[config.mk]
export PLATFORM = sky130hd
export DESIGN_NAME = seg7_scan_driver
export DESIGN_NICKNAME = d
export VERILOG_FILES = /design/src/rtl/seg7_scan_driver_pkg.sv /design/src/rtl/seg7_scan_driver_hex7seg.sv /design/src/rtl/seg7_scan_driver.sv
export SDC_FILE = /design/constraint.sdc
export NUM_CORES = 1
export LEC_CHECK = 0
export CORE_MARGIN = 1
export CORE_UTILIZATION = 43
export DETAILED_ROUTE_END_ITERATION = 6
export PLACE_DENSITY_LB_ADDON = 0.12
export SYNTH_ARGS = -nofsm -noshare
export SYNTH_HDL_FRONTEND = slang
export SYNTH_SLANG_ARGS = --single-unit
[constraint.sdc]
create_clock -name clk -period 3 [get_ports clk]
set_clock_uncertainty 0.15 [all_clocks]
set_input_delay 0.6 -clock clk [delete_from_list [all_inputs] [get_ports clk]]
set_output_delay 0.6 -clock clk [all_outputs]
set_load 0.02 [all_outputs]
[src/rtl/seg7_scan_driver_pkg.sv]
// seg7_scan_driver_pkg: shared segment encodings for the multiplexed 7-segment driver
package seg7_scan_driver_pkg;
  typedef logic [6:0] seg_t;
  localparam seg_t SEG_BLANK = 7'h7F;
  localparam logic [0:15][6:0] HEX_SEG = {
    7'b0000001, 7'b1001111, 7'b0010010, 7'b0000110,
    7'b1001100, 7'b0100100, 7'b0100000, 7'b0001111,
    7'b0000000, 7'b0000100, 7'b0001000, 7'b1100000,
    7'b0110001, 7'b1000010, 7'b0110000, 7'b0111000
  };
endpackage

[src/rtl/seg7_scan_driver_hex7seg.sv]
// hex7seg: hex nibble to active-low {a,b,c,d,e,f,g} segment pattern
module hex7seg
  import seg7_scan_driver_pkg::*;
(
  input  logic [3:0] i_hex,
  output seg_t       o_seg
);
  assign o_seg = HEX_SEG[i_hex];
endmodule

[src/rtl/seg7_scan_driver.sv]
// seg7_scan_driver: time-multiplexed 7-segment scanner with double-buffered image load and blink
module seg7_scan_driver
  import seg7_scan_driver_pkg::*;
#(
  parameter int NDIGITS   = 8,
  parameter int SCAN_DIV  = 1000,
  parameter int BLINK_DIV = 64
) (
  input  logic                   clk,
  input  logic                   rst,
  input  logic                   wr_en,
  input  logic [4*NDIGITS-1:0]   wr_data,
  input  logic [NDIGITS-1:0]     wr_blank,
  input  logic [NDIGITS-1:0]     wr_blink,
  output logic                   wr_ready,
  output logic [6:0]             seg_out,
  output logic [NDIGITS-1:0]     an_out,
  output logic                   frame_sync
);
  localparam int SW = $clog2(SCAN_DIV);
  localparam int DW = NDIGITS > 1 ? $clog2(NDIGITS) : 1;
  localparam int FW = BLINK_DIV > 1 ? $clog2(BLINK_DIV) : 1;
  logic [SW-1:0]        r_slot;
  logic [DW-1:0]        r_digit;
  logic [FW-1:0]        r_frame;
  logic                 r_phase, r_pend;
  logic [4*NDIGITS-1:0] r_sh_data, r_d_data;
  logic [NDIGITS-1:0]   r_sh_blank, r_sh_blink, r_d_blank, r_d_blink;
  seg_t                 r_seg;
  logic [NDIGITS-1:0]   r_an;
  logic                 r_fs;
  logic                 w_slot_wrap, w_digit_wrap, w_bound, w_load, w_commit, w_off;
  logic [3:0]           w_nib;
  seg_t                 w_seg;
  logic [NDIGITS-1:0]   w_an;
  assign w_slot_wrap  = r_slot == SW'(SCAN_DIV - 1);
  assign w_digit_wrap = r_digit == DW'(NDIGITS - 1);
  assign w_bound      = w_slot_wrap && w_digit_wrap;
  assign w_load       = wr_en && !r_pend;
  // a load taken on the boundary cycle sees r_pend=0 here, so it waits a full frame
  assign w_commit     = w_bound && r_pend;
  assign w_nib        = r_d_data[{r_digit, 2'b00} +: 4];
  assign w_off        = r_d_blank[r_digit] || (r_d_blink[r_digit] && r_phase);
  assign w_an         = ~(NDIGITS'(1) << r_digit);
  assign wr_ready     = !r_pend;
  assign seg_out      = r_seg;
  assign an_out       = r_an;
  assign frame_sync   = r_fs;
  hex7seg u_dec (.i_hex(w_nib), .o_seg(w_seg));
  always_ff @(posedge clk) begin
    if (rst) begin
      r_slot     <= '0;
      r_digit    <= '0;
      r_frame    <= '0;
      r_phase    <= 1'b0;
      r_pend     <= 1'b0;
      r_sh_data  <= '0;
      r_sh_blank <= '0;
      r_sh_blink <= '0;
      r_d_data   <= '0;
      r_d_blank  <= '1;
      r_d_blink  <= '0;
      r_seg      <= SEG_BLANK;
      r_an       <= '1;
      r_fs       <= 1'b0;
    end else begin
      r_slot <= w_slot_wrap ? '0 : r_slot + 1'b1;
      if (w_slot_wrap) r_digit <= w_digit_wrap ? '0 : r_digit + 1'b1;
      if (w_bound) begin
        r_frame <= (r_frame == FW'(BLINK_DIV - 1)) ? '0 : r_frame + 1'b1;
        if (r_frame == FW'(BLINK_DIV - 1)) r_phase <= ~r_phase;
      end
      if (w_load) begin
        r_sh_data  <= wr_data;
        r_sh_blank <= wr_blank;
        r_sh_blink <= wr_blink;
        r_pend     <= 1'b1;
      end else if (w_commit) begin
        r_d_data  <= r_sh_data;
        r_d_blank <= r_sh_blank;
        r_d_blink <= r_sh_blink;
        r_pend    <= 1'b0;
      end
      // slot 0 is dead time so the old and new anode never overlap
      r_seg <= w_off ? SEG_BLANK : w_seg;
      r_an  <= (r_slot == '0 || r_d_blank[r_digit]) ? '1 : w_an;
      r_fs  <= r_slot == '0 && r_digit == '0;
    end
  end
endmodule

Word level (Yosys, flattened, before mapping)
Memories as Yosys holds them, arrays and structs flattened. A register that Yosys moved wholly into a read port is not among the register bits.
Index checks and enable logic that the tools add are counted.
{ "classes": {"n_reduce_logical": 16, "bitwise_logic": 4, "eq_ne": 3, "n_shift": 2, "magnitude_cmp": 1, "addsub": 3, "n_mux": 8} }
{ "op_table": {"columns": ["op", "count"], "rows": [
  ["32-bit by 6-bit variable part select with 4-bit output", 1],
  ["10-bit by 1-bit adder with 10-bit output (second input constant)", 1],
  ["10-bit equality test (second input constant)", 1],
  ["10-bit logical NOT", 1],
  ["8-bit NOT", 1],
  ["1-bit by 3-bit left shift with 8-bit output (first input constant)", 1],
  ["6-bit by 1-bit adder with 6-bit output (second input constant)", 1],
  ["1-bit binary-select mux with 3-bit select", 2],
  ["6-bit equality test (second input constant)", 1],
  ["6-bit 2-to-1 mux", 1],
  ["2-bit OR reduction", 3],
  ["1-bit logical AND", 5],
  ["4-bit NOT with 5-bit output", 1],
  ["3-bit by 4-bit < comparator with 1-bit output (second input constant)", 1],
  ["1-bit 2-to-1 mux", 4],
  ["2-bit AND reduction", 2],
  ["3-bit by 1-bit adder with 3-bit output (second input constant)", 1],
  ["3-bit equality test (second input constant)", 1],
  ["3-bit logical NOT", 1],
  ["3-bit 2-to-1 mux", 1],
  ["1-bit logical OR", 2],
  ["1-bit NOT", 2],
  ["2-bit nonzero test", 1],
  ["1-bit logical NOT", 1]
]} }
{ "word_totals": {"elab_cells": 51, "inputBits": 51, "mem_count": 1, "romBits": 112, "register_bits": 126} }
{ "mem_list": {"columns": ["memory", "depth", "width", "read_ports", "rd_ports_with_merged_regs", "write_ports", "line", "rtl"], "rows": [
  ["(name not given)", 16, 7, 1, 1, 0, "seg7_scan_driver_hex7seg.sv:8", "assign o_seg = HEX_SEG[i_hex];"]
]} }

Depth between registers and ports, before layout
Gate-level depths: netlist of the first run.
{ "logic_depth": {"depth_word": 5, "depth_mapped": 10} }

Modules after synthesis
From an unflattened synthesis of the first run, not the netlist that was laid out.
{ "hier_totals": {"cells_unflattened": 637, "hier_area_um2": 5398.9} }
{ "by_module_without_submodules": {"columns": ["mod", "cells_each", "area_per_inst_um2", "instances"], "rows": [
  ["seg7_scan_driver", 606, 5136.2, 1],
  ["hex7seg", 31, 262.8, 1]
]} }

Least setup slack after synthesis of the first run
Ideal clock, no wire load.
{ "synth_timing": {"path_type": "register to register", "startpoint": "register r_digit[0]", "endpoint": "register r_seg[0], in the netlist seg_out[0]", "t_required_ns": 2.771, "path_buffers": 2, "slack_ns": 0.657, "path_stages_with_launch": 10, "setup_time_ns": 0.079, "period_less_slack_ns": 2.343, "t_arrival_ns": 2.115, "cell_sequence": "dfxtp_1 buf_6 buf_8 mux4_2 mux2_2 inv_1 ha_1 mux2i_1 or2_2 o211ai_1"} }
{ "synth_between": {"elab_chain_cells": 5, "elab_cells_between_ends": 9, "cone_classes": "1 x shift; 4 x mux; 1 x bitwise; 3 x reduce/logical"} }
{ "synth_rtl": {"columns": ["element", "line", "rtl"], "rows": [
  ["start: declaration", "seg7_scan_driver.sv:24", "logic [DW-1:0] r_digit;"],
  ["start signal: assignment", "seg7_scan_driver.sv:68", "if (w_slot_wrap) r_digit <= w_digit_wrap ? '0 : r_digit + 1'b1;"],
  ["1-bit binary-select mux with 3-bit select", "seg7_scan_driver.sv:43", "assign w_off = r_d_blank[r_digit] || (r_d_blink[r_digit] && r_phase);"],
  ["1-bit 2-to-1 mux (implied by the code)", "seg7_scan_driver.sv:43", null],
  ["1-bit logical AND", "seg7_scan_driver.sv:43", null],
  ["1-bit logical OR", "seg7_scan_driver.sv:43", null],
  ["2-bit OR reduction (no source line)", null, null],
  ["end: declaration", "seg7_scan_driver.sv:29", "seg_t r_seg;"]
]} }
Parallel ways exist; a longest one is shown, timed or not. The select of a mux whose other input is x is not followed.
A chain may end at the register's enable or synchronous reset.

Worst setup path in the final report of the first run
Same ends and word-level chain as after synthesis.

==> results of run 1 <==
-- routing by layer --
layer	global-route usage (%)	wire (um)	vias up	share of wire [%]
li1	-	-	2211	-
met1	23.48	5377	1990	47
met2	31.35	5451	71	48
met3	5.082	353	16	3.1
met4	9.004	176	0	1.5
met5	0	0	-	0
-- worst paths after layout --
kind	from	endpoint	cells after the start
worst max-delay path	r_digit[0]	seg_out[0]	8
worst min-delay path	r_d_blink[6]	r_d_blink[6]	2
worst max register to register	r_digit[0]	seg_out[0]	8
worst min register to register	r_d_blink[6]	r_d_blink[6]	2
-- cell usage after synthesis (2+ instances only) --
master and count:
mux4_2 11, buf_2 7, nor4b_1 2, nand4_1 4, nand3_1 13, and2_1 5
or2_2 2, dfxtp_1 133, ha_1 15, o211ai_1 4, nand3b_1 8, a211oi_1 3
nor3_1 4, nor4_1 2, nand2_1 211, clkbuf_1 27, inv_1 16, xnor2_1 6
o21ai_1 2, nor2_1 25, xor2_1 6, mux2_2 2, a21oi_1 89, nor2b_1 3
mux2i_1 7, buf_1 2, nand2b_1 3, buf_6 5
-- worst max-delay path, delay by kind of cell, from the launching register on --
family	cells	cell delay [ns]
buffers and inverters	2	0.40
AND/OR/NAND/NOR	1	0.27
multiplexers	3	0.91
AO/OA/AOI/OAI	1	0.09
flip-flops	1	0.36
adder cells (fa/ha/maj)	1	0.20
-- flip-flops by register name (all words and copies together) (netlist names) --
name / flops
an_out: 8
frame_sync: 1
r_d_blank: 8
r_d_blink: 8
r_d_data: 32
r_digit: 3
r_frame: 6
r_pend: 1
r_phase: 1
r_sh_blank: 8
r_sh_blink: 8
r_sh_data: 32
r_slot: 10
seg_out: 7
-- kinds of logic (layout without fill, tap and decap cells) --
| group | Yosys count | count (layout) |
|---|---|---|
| DFF | 133 | 133 |
| buffers and inverters | 59 | 126 |
| muxes | 22 | 22 |
| adders and majority gates | 15 | 15 |
| and+or+nand+nor | 290 | 290 |
| xor gates and xnor gates | 12 | 12 |
| AOI/OAI and AO/OA | 105 | 105 |
-- through the flow --
stage | cells | power [mW]
after floorplan | 636 | 1.965
after global placement | 839 | 2.066
after detailed placement | 839 | 2.070
after CTS | 871 | 4.176
after global routing | 871 | 4.273
final | 871 | 4.126
-- where the power goes --
group          switching [mW]  internal (mW)
Sequential             0.0245           1.81
Clock                   0.788           1.31
Combinational          0.0934          0.102
-- final cells by class --
| type | instances | area [um^2] |
|---|---|---|
| clock buffers | 17 | 425.4 |
| multi-input cells | 444 | 2491 |
| flip-flops and latches | 133 | 2663 |
| repair buffers | 78 | 788.3 |
| fillers | 1129 | 5343 |
| inverters | 16 | 60.06 |
| clock inverters | 15 | 181.4 |
| well taps | 168 | 210.2 |
==> key figures, run 1 <==
Clock network
  • Hold_buf cts: 0
  • CTS tree: done
  • Clk root buf: clkbuf_16
  • Reg clk slew, reported paths: ~0.060 ns
  • Total CTS buffers: 17
  • Sinks on the clock net: 133
  • Setup Fix Bufs, Post-CTS: 0
  • Clock Tree Buf Depth: 2
  • H-tree depth: 4
  • Skew-Pair Late Insertion Delay: between 0.4 and 0.5 ns
  • Cts repair resizes: 0

Yosys
  • Yosys warnings: 0
  • Asr flop ratio synth: 0%
  • Post-Syn Area: around 5400 um^2
  • Synthesized area per cell: approximately 8.5 um^2
  • Synthesized net count: ~700
  • Post-Synth Simple-Gate Area: 22.91%
  • Yosys cell types: between 40 and 50
  • Synth Area in Compound Gates: 10.42%
  • Seq/Total Area, Yosys: between 40% and 50%
  • Synth Instances: between 600 and 700
  • XOR/XNOR Fraction of Synth Area: 1.936%
  • Dominant cell type by area after synthesis: dfxtp_1
  • Post-synth EDFFs: 0
  • Leading post-synthesis cells by cell area: dfxtp_1 (49%), nand2_1 (15%), a21oi_1 (8.2%)
  • Main combinational cell family by area after synthesis: simple AND/OR/NAND/NOR gates
  • Yosys top cell area share: between 40% and 50%
  • Main synth FF type: dfxtp_1
  • Register bit total from synthesis: approximately 130
  • Multiplexer share of the synthesized area: about 7%
  • Adder-cell area share of the yosys netlist: 3.457%

Route
  • Drt first pass iters: 6
  • WL per Instance: about 13 um
  • Via count: ~4300
  • Routed WL: 11360 um
  • Vias per cell: slightly below 5
  • # DRC: 0
  • Routed Antenna Nets: 0
  • DR iter-0 viols: 184

STA
  • RSZ-0062 raised after global routing: no
  • Hold Fails Final Rpt: 0
  • Final Slew Violations: 0
  • Final period util: between 80% and 90%
  • Minimum clock period: about 2.5 ns
  • Setup_tns: 0 ns
  • Final hold slack: ~0.3 ns
  • Max-Slew Margin vs Limit: 46.76%
  • Worst slew pin tran: between 0.7 and 0.8 ns
  • PnR worst setup slack: around 0.54 ns
  • Finish-stage setup viols: 0
  • Max Fclk: ~0.41 GHz

Power
  • Static Leakage: 2.521 nW
  • Peak VDD IR: about 0.34 mV
  • Cell Pwr Density: 605.0 nW/um^2

Floorplan
  • I/O Pins: around 70
  • Starting Density: between 40% and 50%
  • DIE WIDTH: 114.4 um
  • Die Y: around 110 um
  • # rows: 40
  • Core area: 12160 um^2
  • Die Footprint: around 13000 um^2

Critical path
  • Highest-delay cell along the critical path: mux4_2
  • Crit path DAT: 2.65 ns
  • CP Class: reg2reg
  • Worst R2R Setup Slack: between 0.5 and 0.6 ns
  • Worst-path cell chain: buf_4 -> mux4_2 -> mux2_2 -> inv_1 -> ha_1 -> mux2i_1 -> or2_2 -> o211ai_1
  • Crit Path Max Fanout: 10
  • CP Launch Type: register
  • CP Data Required Time: between 3 and 4 ns
  • CP Capture Type: register
  • Crit path largest cell delay: around 0.52 ns

Global routing
  • Tot GR Track Use: between 10% and 20%
  • Vias in the first global route: ~4200
  • First-pass GRT wire length: approximately 19000 um
  • Initial antenna violation count: 0
  • Largest net degree at the start of global routing: between 80 and 90
  • Gr ovfl total: 0

Placement
  • Final HPWL DP: slightly below 8000 um
  • GP Congestion: between 0.7 and 0.8
  • IO buf count: 67
  • Pre-CTS WS: around 0.55 ns
  • Post-DP Area: around 6200 um^2

Cells and area
  • Area grow syn2layout: 25.60%
  • Final Util: a little under three fifths
  • Most common library cell in the layout ignoring fill and taps: nand2_1
  • Design Area, Final: between 6000 and 7000 um^2
  • Final nets: 756
  • Diode count: 0
  • Most frequent cells in the layout: nand2_1 (211), dfxtp_1 (133), a21oi_1 (89)
  • Share of cells above drive strength 1: a little under a tenth

Min path
  • Min-Delay Path Class: reg2reg

Run status
  • Outcome: finished clean

Flow run
  • Number of max-cap violations: 0
No activity file was read; power rests on OpenSTA's default activity.
==> run 2, diff against run 1 <==
==> constraint.sdc (replaced) <==
create_clock -name clk -period 2.1 [get_ports clk]
set_clock_uncertainty 0.15 [all_clocks]
set_input_delay 0.42 -clock clk [delete_from_list [all_inputs] [get_ports clk]]
set_output_delay 0.42 -clock clk [all_outputs]
set_load 0.02 [all_outputs]
==> key figures, run 2 (synthesis results as in run 1) <==
Route
  • Vias per cell: between 5 and 6
  • DR iter-0 viols: 195
  • # DRC: 0
  • Routed WL: 13390 um
  • Routed Antenna Nets: 0
  • Via count: roughly 4600
  • WL per Instance: roughly 15 um
  • Drt first pass iters: 5

Cells and area
  • Final nets: 798
  • Diode count: 0
  • Area grow syn2layout: 36.62%
  • Fillers: between 1000 and 1500
  • Most frequent cells in the layout: nand2_1 (210), dfxtp_1 (130), a21oi_1 (87)
  • Most common library cell in the layout ignoring fill and taps: nand2_1
  • Share of cells above drive strength 1: about 17%
  • Largest regs: r_d_data (32), r_sh_data (32), r_slot (10)
  • FF/Latch Area: 2671 um^2
  • Multi-input gate area: around 2600 um^2

Critical path
  • CP Capture Type: register
  • CP Class: reg2reg
  • CP Data Required Time: 2.23 ns
  • Worst R2R Setup Slack: -0.11 ns
  • CP Launch Type: register
  • Crit path DAT: ~2.3 ns
  • Crit Path Max Fanout: 5

Clock network
  • Clk root buf: clkbuf_16
  • Reg clk slew, reported paths: ~0.05 ns
  • Skew-Pair Late Insertion Delay: approximately 0.42 ns
  • Total CTS buffers: 17
  • Sinks on the clock net: between 100 and 150
  • Clock Tree Buf Depth: 2
  • Hold_buf cts: 0
  • H-tree depth: 4
  • CTS tree: done

Min path
  • Min-Delay Path Class: in2reg

Floorplan
  • # rows: 40
  • Die Footprint: ~13000 um^2
  • DIE WIDTH: ~110 um
  • Die Y: roughly 110 um
  • Core area: 12160 um^2
  • Starting Density: 44.64%
  • I/O Pins: 68

STA
  • PnR worst setup slack: -0.1105 ns
  • Minimum clock period: ~2.2 ns
  • Final period util: 105.3%
  • Final Slew Violations: 0
  • Hold Fails Final Rpt: 0
  • Finish-stage setup viols: 18
  • Final hold slack: 0.1536 ns
  • Max Fclk: between 0.4 and 0.5 GHz
  • Worst slew pin tran: between 0.6 and 0.7 ns
  • Max-Slew Margin vs Limit: 55.71%
  • RSZ-0062 raised after global routing: yes

Run status
  • Failing checks: setup timing
  • Outcome: finished with violations

Power
  • Cell Pwr Density: 778.4 nW/um^2
  • Peak VDD IR: 0.5619 mV
  • Static Leakage: between 2 and 3 nW
  • PnR Total Power: roughly 5.8 mW

Placement
  • GP Congestion: 0.8248
  • Pre-CTS WS: -0.2193 ns
  • IO buf count: 67
  • Final HPWL DP: 8055 um

Flow run
  • Number of max-cap violations: 0

Global routing
  • Tot GR Track Use: approximately a fifth
  • Largest net degree at the start of global routing: 66
  • Initial antenna violation count: 0
  • Gr ovfl total: 0
  • First-pass GRT wire length: ~21000 um
  • Vias in the first global route: roughly 4500
run 2: cell count changes in the layout (fill, tap and decap cells not counted), sizes merged:
cell | before | now
clkbuf | 17 | 30
clkinvlp | 5 | 2
inv | 18 | 16
buf | 12 | 48
bufinv | 3 | 2
clkinv | 5 | 4
clkdlybuf4s50 | 66 | 65
dlymetal6s2s | 0 | 1
run 2: power by group:
group / leakage, nW / total, mW / internal, mW / switching (mW)
Sequential: 1.08 / 2.62 / 2.58 / 0.0391
Combinational: 1.45 / 0.277 / 0.145 / 0.131
Clock: 0.280 / 2.87 / 1.84 / 1.04
run 2: area by class of cell:
| class | count | area share, % |
|---|---|---|
| multi-input combinational | 444 | 35.05 |
| sequential | 133 | 36.02 |
| inverter | 16 | 0.8435 |
| clock buffer | 24 | 6.495 |
| tap | 168 | 2.834 |
| timing repair buffer | 120 | 17.43 |
| clock inverter | 8 | 1.333 |
run 2: per-layer routing:
| metal | track usage [%] | vias up | part of all wire (%) |
|---|---|---|---|
| li1 | - | 2289 | - |
| met1 | 25.05 | 2180 | 44 |
| met2 | 34.30 | 106 | 49 |
| met3 | 5.982 | 21 | 4.2 |
| met4 | 7.792 | 0 | 2.1 |
| met5 | 0 | - | 0 |
run 2: final timing paths:
path | from | to | cells after the start
worst max-delay path | r_digit[0] | seg_out[2] | 7
worst min-delay path | rst | r_digit[0] | 2
worst max register to register | r_digit[0] | seg_out[2] | 7
worst min register to register | r_d_blink[4] | r_d_blink[4] | 2
run 2: per-stage QoR:
| step | cell area (um^2) | utilization [%] | setup TNS (ns) | std cells |
|---|---|---|---|---|
| 2_1_floorplan | 5473 | - | -0.6887 | 636 |
| 3_3_place_gp | 6409 | 52.70 | -4.425 | 860 |
| 3_5_place_dp | 6409 | 52.70 | -7.962 | 860 |
| 4_1_cts | 7143 | 58.73 | -0.1464 | 900 |
| 5_1_grt | 7417 | 60.99 | -4.738 | 913 |
| 6_report | 7417 | 60.99 | -0.5590 | 913 |
run 2: critical path: stages (launching register included):
cell      delay (ns)
dfxtp_4         0.38
buf_12          0.11
mux4_2          0.49
mux2_4          0.34
ha_4            0.19
mux2_4          0.26
nand2_2         0.06
o211ai_2        0.09
run 2: timing repair:
item | in CTS | in global routing
buffers inserted | 8 | 2
cloned | 1 | 11
pin swaps | 10 | 4
setup endpoints to repair | 68 | 69
gates resized for setup | 21 | 14
==> run 3, diff against run 2 <==
--- a/config.mk
+++ b/config.mk
@@ -6,8 +6,9 @@
 export NUM_CORES = 1
 export LEC_CHECK = 0
 export CORE_MARGIN = 1
-export CORE_UTILIZATION = 43
+export CORE_UTILIZATION = 57
 export DETAILED_ROUTE_END_ITERATION = 6
+export DONT_BUFFER_PORTS = 1
 export PLACE_DENSITY_LB_ADDON = 0.12
 export SYNTH_ARGS = -nofsm -noshare
 export SYNTH_HDL_FRONTEND = slang
==> key figures, run 3 (synthesis results as in run 1) <==
Cells and area
  • Final nets: approximately 780
  • Largest regs: r_d_data (32), r_sh_data (32), r_slot (10)
  • Share of cells above drive strength 1: 25.48%
  • Area grow syn2layout: 35.54%
  • Most frequent cells in the layout: nand2_1 (182), dfxtp_1 (129), a21oi_1 (57)
  • Design Area, Final: 7358 um^2
  • Diode count: 0
  • Final Non-Filler Cells: approximately 850
  • Most common library cell in the layout ignoring fill and taps: nand2_1

Critical path
  • R2r startpoint: r_digit[0]
  • CP Class: reg2reg
  • Crit path buffers/inverters: 2
  • FF-to-FF End: seg_out[0]
  • Crit Path Max Fanout: 5
  • Crit path largest cell delay: roughly 0.50 ns
  • CP Launch Type: register
  • CP delay by family, top: multiplexers
  • Worst-path cell chain: buf_12 -> mux4_2 -> mux2_4 -> inv_4 -> ha_4 -> mux2i_1 -> or2_2 -> o211ai_1
  • Worst r2r path cells: 8
  • CP Data Required Time: around 2.4 ns
  • CP Depth: 8
  • Crit path DAT: 2.51 ns
  • CP Capture Type: register
  • Worst R2R Setup Slack: -0.11 ns
  • Highest-delay cell along the critical path: mux4_2

Route
  • Vias per cell: around 5.5
  • Via count: between 4000 and 5000
  • WL per Instance: around 16 um
  • # DRC: 0
  • Routed WL: 13470 um
  • Routed Antenna Nets: 0
  • Drt first pass iters: 5
  • DR iter-0 viols: approximately 280

Floorplan
  • Die Footprint: 9919 um^2
  • Core area: between 9000 and 10000 um^2
  • DIE WIDTH: 99.60 um
  • Starting Density: between 50 and 60%
  • # rows: 35
  • I/O Pins: just under 70
  • Die Y: between 90 and 100 um

STA
  • RSZ-0062 raised after global routing: yes
  • Minimum clock period: roughly 2.2 ns
  • Setup_tns: -1.533 ns
  • Worst slew pin tran: 0.4553 ns
  • Max Fclk: approximately 0.45 GHz
  • Hold Fails Final Rpt: 0
  • Finish-stage setup viols: 47
  • Final Slew Violations: 0
  • Final period util: 105.3%
  • PnR worst setup slack: -0.1103 ns
  • Max-Slew Margin vs Limit: 69.64%

Global routing
  • Most crowded layer after global routing: met2
  • Tot GR Track Use: about a quarter
  • Largest net degree at the start of global routing: 88
  • First-pass GRT wire length: ~20000 um
  • Initial antenna violation count: 0
  • Vias in the first global route: about 4400
  • Met2 Resource Use GR: between 40% and 50%
  • Gr ovfl total: 0
  • Met1 Usage GRT: about a third
  • Met3 Track Usage GR: around 6.0%

Clock network
  • CTS tree: done
  • H-tree depth: 4
  • Sinks on the clock net: between 100 and 150
  • Reg clk slew, reported paths: approximately 0.060 ns
  • Total CTS buffers: 17
  • Skew-Pair Late Insertion Delay: 0.53 ns
  • Clock Tree Buf Depth: 2
  • Clk root buf: clkbuf_8

Min path
  • Hold Crit Start: rst
  • Hold depth: 3
  • Min-Delay Path Class: in2reg
  • WHS Endpoint: seg_out[2]

Placement
  • Post-DP Area: between 5000 and 6000 um^2
  • IO buf count: 0
  • Pre-CTS WS: -0.1799 ns
  • Cells after DPL: about 750
  • GP Congestion: 0.7897
  • Final HPWL DP: a little over 7000 um

Run status
  • Failing checks: setup timing
  • Outcome: finished with violations

Power
  • Sw Ratio: between 20% and 30%
  • Switch Pwr: approximately 1.4 mW
  • Static Leakage: roughly 3.0 nW
  • Cell Pwr Density: roughly 780 nW/um^2
  • Reg power frac: a little under half
  • Peak VDD IR: about 0.70 mV
  • Clock Power Share: 49.5%
  • Internal power: roughly 4.3 mW
  • Logic pwr share: between 4 and 5%

Flow run
  • Number of max-cap violations: 0
==> run 3: cell types whose count changed in the layout (fill, tap and decap cells not counted), sizes merged, moves of 6 or more <==
cell	previous run	this run
inv	16	23
clkbuf	30	22
clkdlybuf4s50	65	0
buf	48	42
dlygate4sd3	0	51
==> run 3: tightest hold or removal path, stage by stage <==
cell,delay (ns)
a211oi_2,0.03
a21boi_4,0.16
o211ai_2,0.06
==> run 3: power groups by stage <==
stage | Clock, mW | Sequential, mW | Combinational (mW)
6_report | 2.83 | 2.63 | 0.257
5_1_grt | 2.99 | 2.64 | 0.281
4_1_cts | 2.86 | 2.62 | 0.244
3_5_place_dp | 0 | 2.68 | 0.142
3_3_place_gp | 0 | 2.68 | 0.136
2_1_floorplan | 0 | 2.67 | 0.140
==> run 3: per-layer routing <==
layer	share of wire, %	vias to the layer above
li1	-	2240
met1	42	2262
met2	53	116
met3	3.8	21
met4	1.7	0
met5	0	-
==> run 3: worst max path at each step <==
stage	from	end	slack, ns
after floorplan	r_digit[0]	seg_out[2]	-0.13
after global placement	r_digit[0]	seg_out[3]	-0.10
after detailed placement	r_digit[0]	seg_out[0]	-0.18
after CTS	r_digit[0]	seg_out[6]	-0.05
after global routing	r_digit[0]	r_d_blink[5]	-0.18
final	r_digit[0]	seg_out[0]	-0.11
==> run 3: stage by stage <==
| step | total power [mW] | hold WS [ns] | utilization [%] |
|---|---|---|---|
| 2_1_floorplan | 2.806 | 0.2771 | - |
| 3_3_place_gp | 2.813 | 0.2801 | 61.38 |
| 3_5_place_dp | 2.820 | 0.2862 | 61.38 |
| 4_1_cts | 5.722 | 0.02467 | 74.38 |
| 5_1_grt | 5.912 | 0.02845 | 79.63 |
| 6_report | 5.718 | 0.03259 | 79.63 |
==> run 3: what timing repair did <==
action	4_1_cts	5_1_grt
endpoints found under the setup margin	63	70
gates resized for setup	18	94
pin swaps	12	61
hold buffers	52	0
setup buffers	5	4
cloned	0	5
endpoints found under the hold margin	110	0
==> run 3: layout make-up <==
type                    instances  area [um^2]
well taps                     129        161.4
repair buffers                 97         1026
inverters                      16        62.56
clock buffers                  18        427.9
flip-flops and latches        133         2673
fillers                       553         1882
multi-input cells             444         2867
clock inverters                14        141.4
